--- src/rtl/alu_pkg.sv ---
// Shared definitions for the Hack-style ALU: default width, control word layout and op codes.
// Optional carry/overflow outputs are enabled with the ALU_CARRY_EN macro.
package alu_pkg;

    localparam int ALU_WIDTH = 16;

    typedef struct packed {
        logic zx;
        logic nx;
        logic zy;
        logic ny;
        logic f;
        logic no;
    } alu_ctrl_t;

    localparam alu_ctrl_t ALU_ZERO  = 6'b101010;
    localparam alu_ctrl_t ALU_ONE   = 6'b111111;
    localparam alu_ctrl_t ALU_NEG1  = 6'b111010;
    localparam alu_ctrl_t ALU_X     = 6'b001100;
    localparam alu_ctrl_t ALU_Y     = 6'b110000;
    localparam alu_ctrl_t ALU_NOTX  = 6'b001101;
    localparam alu_ctrl_t ALU_NOTY  = 6'b110001;
    localparam alu_ctrl_t ALU_NEGX  = 6'b001111;
    localparam alu_ctrl_t ALU_NEGY  = 6'b110011;
    localparam alu_ctrl_t ALU_XP1   = 6'b011111;
    localparam alu_ctrl_t ALU_YP1   = 6'b110111;
    localparam alu_ctrl_t ALU_XM1   = 6'b001110;
    localparam alu_ctrl_t ALU_YM1   = 6'b110010;
    localparam alu_ctrl_t ALU_XPY   = 6'b000010;
    localparam alu_ctrl_t ALU_XMY   = 6'b010011;
    localparam alu_ctrl_t ALU_YMX   = 6'b000111;
    localparam alu_ctrl_t ALU_XANDY = 6'b000000;
    localparam alu_ctrl_t ALU_XORY  = 6'b010101;

endpackage

--- src/rtl/alu_comb.sv ---
// Purely combinational Hack ALU core: operand conditioning, add/and, result negation and flags.
// Carry and signed-overflow outputs exist only when ALU_CARRY_EN is defined.
module alu_comb
    import alu_pkg::*;
#(
    parameter int WIDTH = ALU_WIDTH
) (
    input  logic [WIDTH-1:0] x,
    input  logic [WIDTH-1:0] y,
    input  alu_ctrl_t        ctrl,
    output logic [WIDTH-1:0] res,
    output logic             zr,
    output logic             ng
`ifdef ALU_CARRY_EN
    ,
    output logic             carry,
    output logic             ov
`endif
);

    logic [WIDTH-1:0] xa, xb, ya, yb, sum, r;

    assign xa = ctrl.zx ? '0 : x;
    assign xb = ctrl.nx ? ~xa : xa;
    assign ya = ctrl.zy ? '0 : y;
    assign yb = ctrl.ny ? ~ya : ya;

`ifdef ALU_CARRY_EN
    // One extra adder bit exposes the carry-out; overflow compares operand and sum signs.
    logic [WIDTH:0] sumWide;
    assign sumWide = {1'b0, xb} + {1'b0, yb};
    assign sum     = sumWide[WIDTH-1:0];
    assign carry   = ctrl.f & sumWide[WIDTH];
    assign ov      = ctrl.f & (xb[WIDTH-1] == yb[WIDTH-1]) & (sum[WIDTH-1] != xb[WIDTH-1]);
`else
    assign sum = xb + yb;
`endif

    assign r   = ctrl.f ? sum : (xb & yb);
    assign res = ctrl.no ? ~r : r;
    assign zr  = (res == '0);
    assign ng  = res[WIDTH-1];

endmodule

--- src/rtl/alu.sv ---
// Registered Hack ALU: one-cycle latency, results captured only when in_valid is high.
// Define ALU_CARRY_EN to add registered carry and ov outputs.
module alu
    import alu_pkg::*;
#(
    parameter int WIDTH = ALU_WIDTH
) (
    input  logic             clk,
    input  logic             rst_n,
    input  logic             in_valid,
    input  logic [WIDTH-1:0] x,
    input  logic [WIDTH-1:0] y,
    input  logic             zx,
    input  logic             nx,
    input  logic             zy,
    input  logic             ny,
    input  logic             f,
    input  logic             no,
    output logic [WIDTH-1:0] out,
    output logic             zr,
    output logic             ng,
    output logic             out_valid
`ifdef ALU_CARRY_EN
    ,
    output logic             carry,
    output logic             ov
`endif
);

    alu_ctrl_t        ctrl;
    logic [WIDTH-1:0] resComb;
    logic             zrComb, ngComb;

    assign ctrl = '{zx: zx, nx: nx, zy: zy, ny: ny, f: f, no: no};

`ifdef ALU_CARRY_EN
    logic carryComb, ovComb;

    alu_comb #(.WIDTH(WIDTH)) core (
        .x     (x),
        .y     (y),
        .ctrl  (ctrl),
        .res   (resComb),
        .zr    (zrComb),
        .ng    (ngComb),
        .carry (carryComb),
        .ov    (ovComb)
    );

    always_ff @(posedge clk or negedge rst_n) begin
        if (!rst_n) begin
            carry <= 1'b0;
            ov    <= 1'b0;
        end else if (in_valid) begin
            carry <= carryComb;
            ov    <= ovComb;
        end
    end
`else
    alu_comb #(.WIDTH(WIDTH)) core (
        .x    (x),
        .y    (y),
        .ctrl (ctrl),
        .res  (resComb),
        .zr   (zrComb),
        .ng   (ngComb)
    );
`endif

    // Reset value reflects a zero result, so zr starts high.
    always_ff @(posedge clk or negedge rst_n) begin
        if (!rst_n) begin
            out       <= '0;
            zr        <= 1'b1;
            ng        <= 1'b0;
            out_valid <= 1'b0;
        end else begin
            out_valid <= in_valid;
            if (in_valid) begin
                out <= resComb;
                zr  <= zrComb;
                ng  <= ngComb;
            end
        end
    end

endmodule

--- config.mk ---
export PLATFORM = sky130hd
export DESIGN_NAME = alu
export DESIGN_NICKNAME = d
export VERILOG_FILES = /design/src/rtl/alu_pkg.sv /design/src/rtl/alu_comb.sv /design/src/rtl/alu.sv
export SDC_FILE = /design/constraint.sdc
export NUM_CORES = 1
export LEC_CHECK = 0
export BUFFER_PORTS_ARGS = -buffer_cell sky130_fd_sc_hd__buf_2
export CAP_MARGIN = 20
export CORE_AREA = 2 2 73 75
export CTS_BUF_LIST = sky130_fd_sc_hd__clkbuf_16
export CTS_CLUSTER_DIAMETER = 40
export DETAILED_ROUTE_END_ITERATION = 7
export DIE_AREA = 0 0 75 77
export PLACE_DENSITY = 0.77
export SETUP_SLACK_MARGIN = 0.15
export SYNTH_ARGS = -nofsm -noshare
export SYNTH_HDL_FRONTEND = slang
export SYNTH_SLANG_ARGS = --single-unit
export TNS_END_PERCENT = 5
--- constraint.sdc ---
create_clock -name clk -period 1 [get_ports clk]
set_input_delay 0.15 -clock clk [delete_from_list [all_inputs] [get_ports clk]]
set_output_delay 0.15 -clock clk [all_outputs]
set_load 0.01 [all_outputs]
; After elaboration in Yosys (flattened, before gate mapping)
; Index checks and enable logic that the tools add are counted.
[word_totals]
out_inout_bits = 19
ff_bits = 19
input_bits = 41
[op_classes]
n_bitwise = 4
mux = 6
n_reduce_logical = 1
addsub = 1
[op_table]
columns = operator, n
row1 = 2-to-1 mux 16 bit, 6
row2 = inverter 16 bit, 3
row3 = adder 16 bit, 1
row4 = bitwise AND 16 bit, 1
row5 = logical NOT 16 bit, 1

; Longest topological paths before layout
[depth]
word_depth = 8
depth_mapped = 12
depth_no_buf = 12

; Modules after synthesis
; From an unflattened synthesis, not the netlist that was laid out.
[unflattened]
cells_unflattened = 285
area_unflattened_um2 = 2580.0
[by_module_without_submodules]
columns = mod, cells_each, n_inst, area_per_inst_um2
row1 = alu_comb, 246, 1, 1831.8
row2 = alu, 39, 1, 748.2

; Worst setup path before layout
; No wires, ideal clock.
[synth_path]
path_type = input port to flip-flop
start = input port ny
end = register zr
required_ps = 914
slack_ps = -2460
cell_stages = 12
n_path_buf = 2
t_arrival_ps = 3374
cell_sequence = clkbuf_1 > buf_1 > xnor2_1 > fa_1 > a211oi_1 > or2_2 > a31oi_2 > or4_1 > a221o_1 > nor4_2 > o211ai_1 > o31ai_2
[synth_via]
elab_chain_cells = 6
word_cells_on_any_way = 7
[synth_lines]
columns = item, line
row1 = "start, declared", alu.sv:16  ; input logic ny,
row2 = 2-to-1 mux 16 bit *, alu_comb.sv:26  ; assign yb = ctrl.ny ? ~ya : ya;
row3 = adder 16 bit / bitwise AND 16 bit (equally long branches), "alu_comb.sv:36, alu_comb.sv:39"
row4 = 2-to-1 mux 16 bit *, alu_comb.sv:39  ; assign r = ctrl.f ? sum : (xb & yb);
row5 = inverter 16 bit, alu_comb.sv:40  ; assign res = ctrl.no ? ~r : r;
row6 = 2-to-1 mux 16 bit *, alu_comb.sv:40
row7 = logical NOT 16 bit *, alu_comb.sv:41  ; assign zr = (res == '0);
row8 = "end signal, assigned", alu.sv:81  ; zr <= zrComb;
row9 = "end, declared", alu.sv:20  ; output logic zr,
; Every way passes the cells marked *; elsewhere a longest branch is shown, timed or not.
; A chain may end at the register's enable or synchronous reset.

; Worst setup path in the final report
[layout_path]
start = input port zy
end = register zr
[layout_via]
elab_chain_cells = 8
word_cells_on_any_way = 9
[layout_lines]
columns = item, line
row1 = "start, declared", alu.sv:15  ; input logic zy,
row2 = 2-to-1 mux 16 bit *, alu_comb.sv:25  ; assign ya = ctrl.zy ? '0 : y;
row3 = inverter 16 bit, alu_comb.sv:26
row4 = 2-to-1 mux 16 bit *, alu_comb.sv:26
row5 = adder 16 bit / bitwise AND 16 bit (equally long branches), "alu_comb.sv:36, alu_comb.sv:39"
row6 = 2-to-1 mux 16 bit *, alu_comb.sv:39
row7 = inverter 16 bit, alu_comb.sv:40
row8 = 2-to-1 mux 16 bit *, alu_comb.sv:40
row9 = logical NOT 16 bit *, alu_comb.sv:41
; Marks and branches as above.

==> impl_metrics.env <==
export IMPL_outcome="complete, but fails checks"
export IMPL_violations="negative setup slack"
export IMPL_finish_utilization_pct=75.1
export IMPL_dp_hpwl_um=5080
export IMPL_cts_buffers_inserted=3
export IMPL_place_area_um2=3480
export IMPL_worst_pin_slew_ns=0.381
export IMPL_critical_path_required_ns=1.16
export IMPL_max_freq_mhz=359
export IMPL_p_seq_share_pct=20.4
export IMPL_num_vias=2598
export IMPL_drc=0
export IMPL_ys_seq_elements=18
export IMPL_drv_slew=0
export IMPL_endpoint="zr$_DFFE_PN1P_"
export IMPL_async_flop_share_pct=100
export IMPL_synth_top_flop_cell="dfrtp_1"
export IMPL_wl_met2_um=3220
export IMPL_p_clk_share_pct=15.6
export IMPL_die_h_um=77
export IMPL_rrSetupSlack_ns=0.23
export IMPL_layout_cells_non_filler=494
export IMPL_grt_setup_unrepaired="yes"
export IMPL_port_buffers=59
export IMPL_min_path_type="primary input to register"
export IMPL_cts_root_buf="clkbuf_16"
export IMPL_rows=26
export IMPL_fin_ws_ns=-1.78
export IMPL_drive_gt1_share_pct=44.6
export IMPL_htreeDepth=1
export IMPL_drt_initial_drc_count=103
export IMPL_dp_cells=488
export IMPL_switching_share_pct=37.1
export IMPL_antenna_found_initial=0
export IMPL_clockBufferDepth=2
export IMPL_min_period_over_period_pct=278
export IMPL_wirelength_um=6440
export IMPL_dieArea_um2=5780
export IMPL_grt_pass1_wl_um=10700
export IMPL_synth_net_count=365
export IMPL_n_fill_cell=374
export IMPL_p_sw_w=0.00187
export IMPL_ys_types=57
export IMPL_maxCapViolations=0
export IMPL_diodes=0
export IMPL_skew_ns=0
export IMPL_max_slew_margin_rel_pct=74.3
export IMPL_cts_tree="done"
export IMPL_via_per_inst=5.26
export IMPL_crit_start="zy"
export IMPL_crit_path_max_fanout=6
export IMPL_r2r_start="zr$_DFFE_PN1P_"
export IMPL_syn_area_um2=2570
export IMPL_yosysWarningCount=0
export IMPL_grt_pass1_vias=2471
export IMPL_p_leak_nw=1.69
export IMPL_multi_input_area_um2=2210
export IMPL_cp_arrival_ns=2.94
export IMPL_syn_to_final_growth_pct=45.3
export IMPL_grt_max_degree=23
export IMPL_overflow=0
export IMPL_irDropWorstVdd_uv=851
export IMPL_synth_edf_count=0
export IMPL_drt_wirelength_per_cell_um=13.0
export IMPL_setup_violations=18
export IMPL_whs_ns=0.290
export IMPL_layout_nets=483
export IMPL_ant_nets=0
export IMPL_path_class="primary input to register"
export IMPL_highest_layer="met4"
export IMPL_wl_met1_um=2910
export IMPL_fp_dieW_um=75
export IMPL_routabilityCongestion=0.800
export IMPL_clk_latency_ns=0.24
export IMPL_firstDrtPassIters=4
export IMPL_ys_seq_area_share_pct=17.6
export IMPL_period_needed_ns=2.78
export IMPL_syn_area_per_cell_um2=8.38
export IMPL_reg2reg_depth=2
export IMPL_startpoint_type="primary input"
export IMPL_core_area_um2=4980
export IMPL_cts_clk_slew_worst_paths_ns=0.05
export IMPL_wl_met3_um=233
export IMPL_powerDensity_nw_per_um2=1350
export IMPL_intPower_w=0.00318
export IMPL_rr_endpoint="zr$_DFFE_PN1P_"
export IMPL_cp_end_kind="register"
export IMPL_p_comb_share_pct=64.0
export IMPL_io_pins=60
export IMPL_track_usage_pct=22.7
export IMPL_ff_latch_area_um2=452
export IMPL_cts_sinks=18
export IMPL_hold_viol_final=0
export IMPL_synth_cells=307
export IMPL_start_util_pct=51.7
export IMPL_fin_area_um2=3740
[worst min-delay path by stage]
stage,slack (ns),end,from,depth (start not counted)
after global routing,0.29,out_valid$_DFF_PN0_,in_valid,2
after floorplan,-0.15,out[0]$_DFFE_PN0P_,rst_n,0
after detailed placement,0.09,out[4]$_DFFE_PN0P_,rst_n,1
final,0.29,out_valid$_DFF_PN0_,in_valid,2
after global placement,0.09,out[3]$_DFFE_PN0P_,rst_n,1
after CTS,0.29,out_valid$_DFF_PN0_,in_valid,2
[cells in the mapped netlist, types with 2 or more instances]
cell type	n	area (um^2)
a211o_1	3	26.3
a211oi_1	4	30.0
a21o_1	6	45.0
a21oi_1	17	85.1
and3_1	5	31.3
buf_1	4	15.0
buf_2	6	30.0
buf_6	2	22.5
clkbuf_1	6	22.5
dfrtp_1	17	425
ha_1	16	200
inv_1	7	26.3
mux2_2	13	146
mux2i_1	7	70.1
nand2_1	11	41.3
nand2b_1	39	244
nand3_1	10	50.1
nand3b_1	6	45.0
nand4_1	3	18.8
nor2_1	11	41.3
nor2b_1	2	12.5
nor3_1	6	30.0
nor3b_1	6	45.0
nor4_1	2	12.5
o2111a_1	3	33.8
o211ai_1	5	37.5
o21a_1	2	15.0
o21ai_0	8	40.0
o21bai_1	2	15.0
o22ai_1	2	12.5
o311ai_0	2	17.5
or2_2	2	12.5
or3_1	3	18.8
xnor2_1	44	385
xor2_1	3	26.3
[worst max-delay path, cell delays in order]
cell      delay [ns]
buf_2           0.13
nand2b_4        0.15
xnor2_2         0.14
ha_2            0.19
fa_2            0.39
a211oi_4        0.25
or2_4           0.16
a31oi_2         0.09
or4_1           0.48
a221o_1         0.32
nor4_2          0.15
o211ai_1        0.14
o31ai_2         0.21
[cell families after synthesis]
family | synth area share [%]
flip-flops | 17.6
adder cells (fa/ha/maj) | 8.56
multiplexers | 8.41
AO/OA/AOI/OAI | 18.8
buffers and inverters | 4.82
XOR/XNOR | 16.0
AND/OR/NAND/NOR | 25.8
[per-layer routing]
| layer | track usage (%) | vias to the layer above |
|---|---|---|
| met5 | 0 | - |
| met4 | 6.79 | 0 |
| met3 | 1.05 | 6 |
| met2 | 39.1 | 63 |
| met1 | 29.9 | 1193 |
| li1 | - | 1336 |
[power groups by stage]
stage / combinational (W) / clock (W) / sequential [W]
after floorplan: 0.00174 / 0 / 0.00114
after global placement: 0.00291 / 0 / 0.00103
after detailed placement: 0.00299 / 0 / 0.00105
after CTS: 0.00313 / 0.000802 / 0.00103
after global routing: 0.00356 / 0.000832 / 0.00105
final: 0.00323 / 0.000786 / 0.00103
[sequential cells by signal, indices dropped and copies added (netlist names)]
name and flops:
zr 1, out 16, out_valid 1
[stage by stage]
| step | setup WS, ns | setup TNS, ns | power (W) |
|---|---|---|---|
| floorplan | -1.82 | -20.62 | 0.00288 |
| global placement | -1.96 | -25.68 | 0.00394 |
| detailed placement | -2.08 | -26.82 | 0.00404 |
| CTS | -1.76 | -20.85 | 0.00497 |
| global route | -1.97 | -23.37 | 0.00544 |
| finish | -1.78 | -21.33 | 0.00505 |
[layout by cell type (no fill, tap or decap), drive strengths merged, types with 2 or more instances in the layout]
master  instances
dfrtp          17
nor3            6
o21a            2
inv             7
mux2           13
o311ai          2
nand4           3
o21ai           8
nand2b         39
o2111a          3
nand3          10
o21bai          2
o211ai          5
nor4            3
buf           131
o22ai           2
a21o            7
ha             16
nor2           11
nor2b           2
mux2i           7
xor2            3
or2             2
nand3b          6
nor3b           6
a21oi          17
or3             3
and3            5
a211oi          5
nand2          11
a211o           3
xnor2          44
clkbuf          3
[what timing repair did]
item / CTS / global route
buffers inserted: 1 / 0
pin swaps: 12 / 1
hold endpoints to repair: 17 / 0
gates resized for setup: 20 / 14
hold buffers: 1 / 0
endpoints found under the setup margin: 36 / 36
[cell type report]
class | count | area share [%]
timing repair buffer | 132 | 23.6
clock inverter | 1 | 0.100
sequential | 18 | 12.1
inverter | 7 | 0.703
tap | 70 | 2.34
multi-input combinational | 263 | 59.2
clock buffer | 3 | 2.01
No activity file was read; power rests on OpenSTA's default activity.
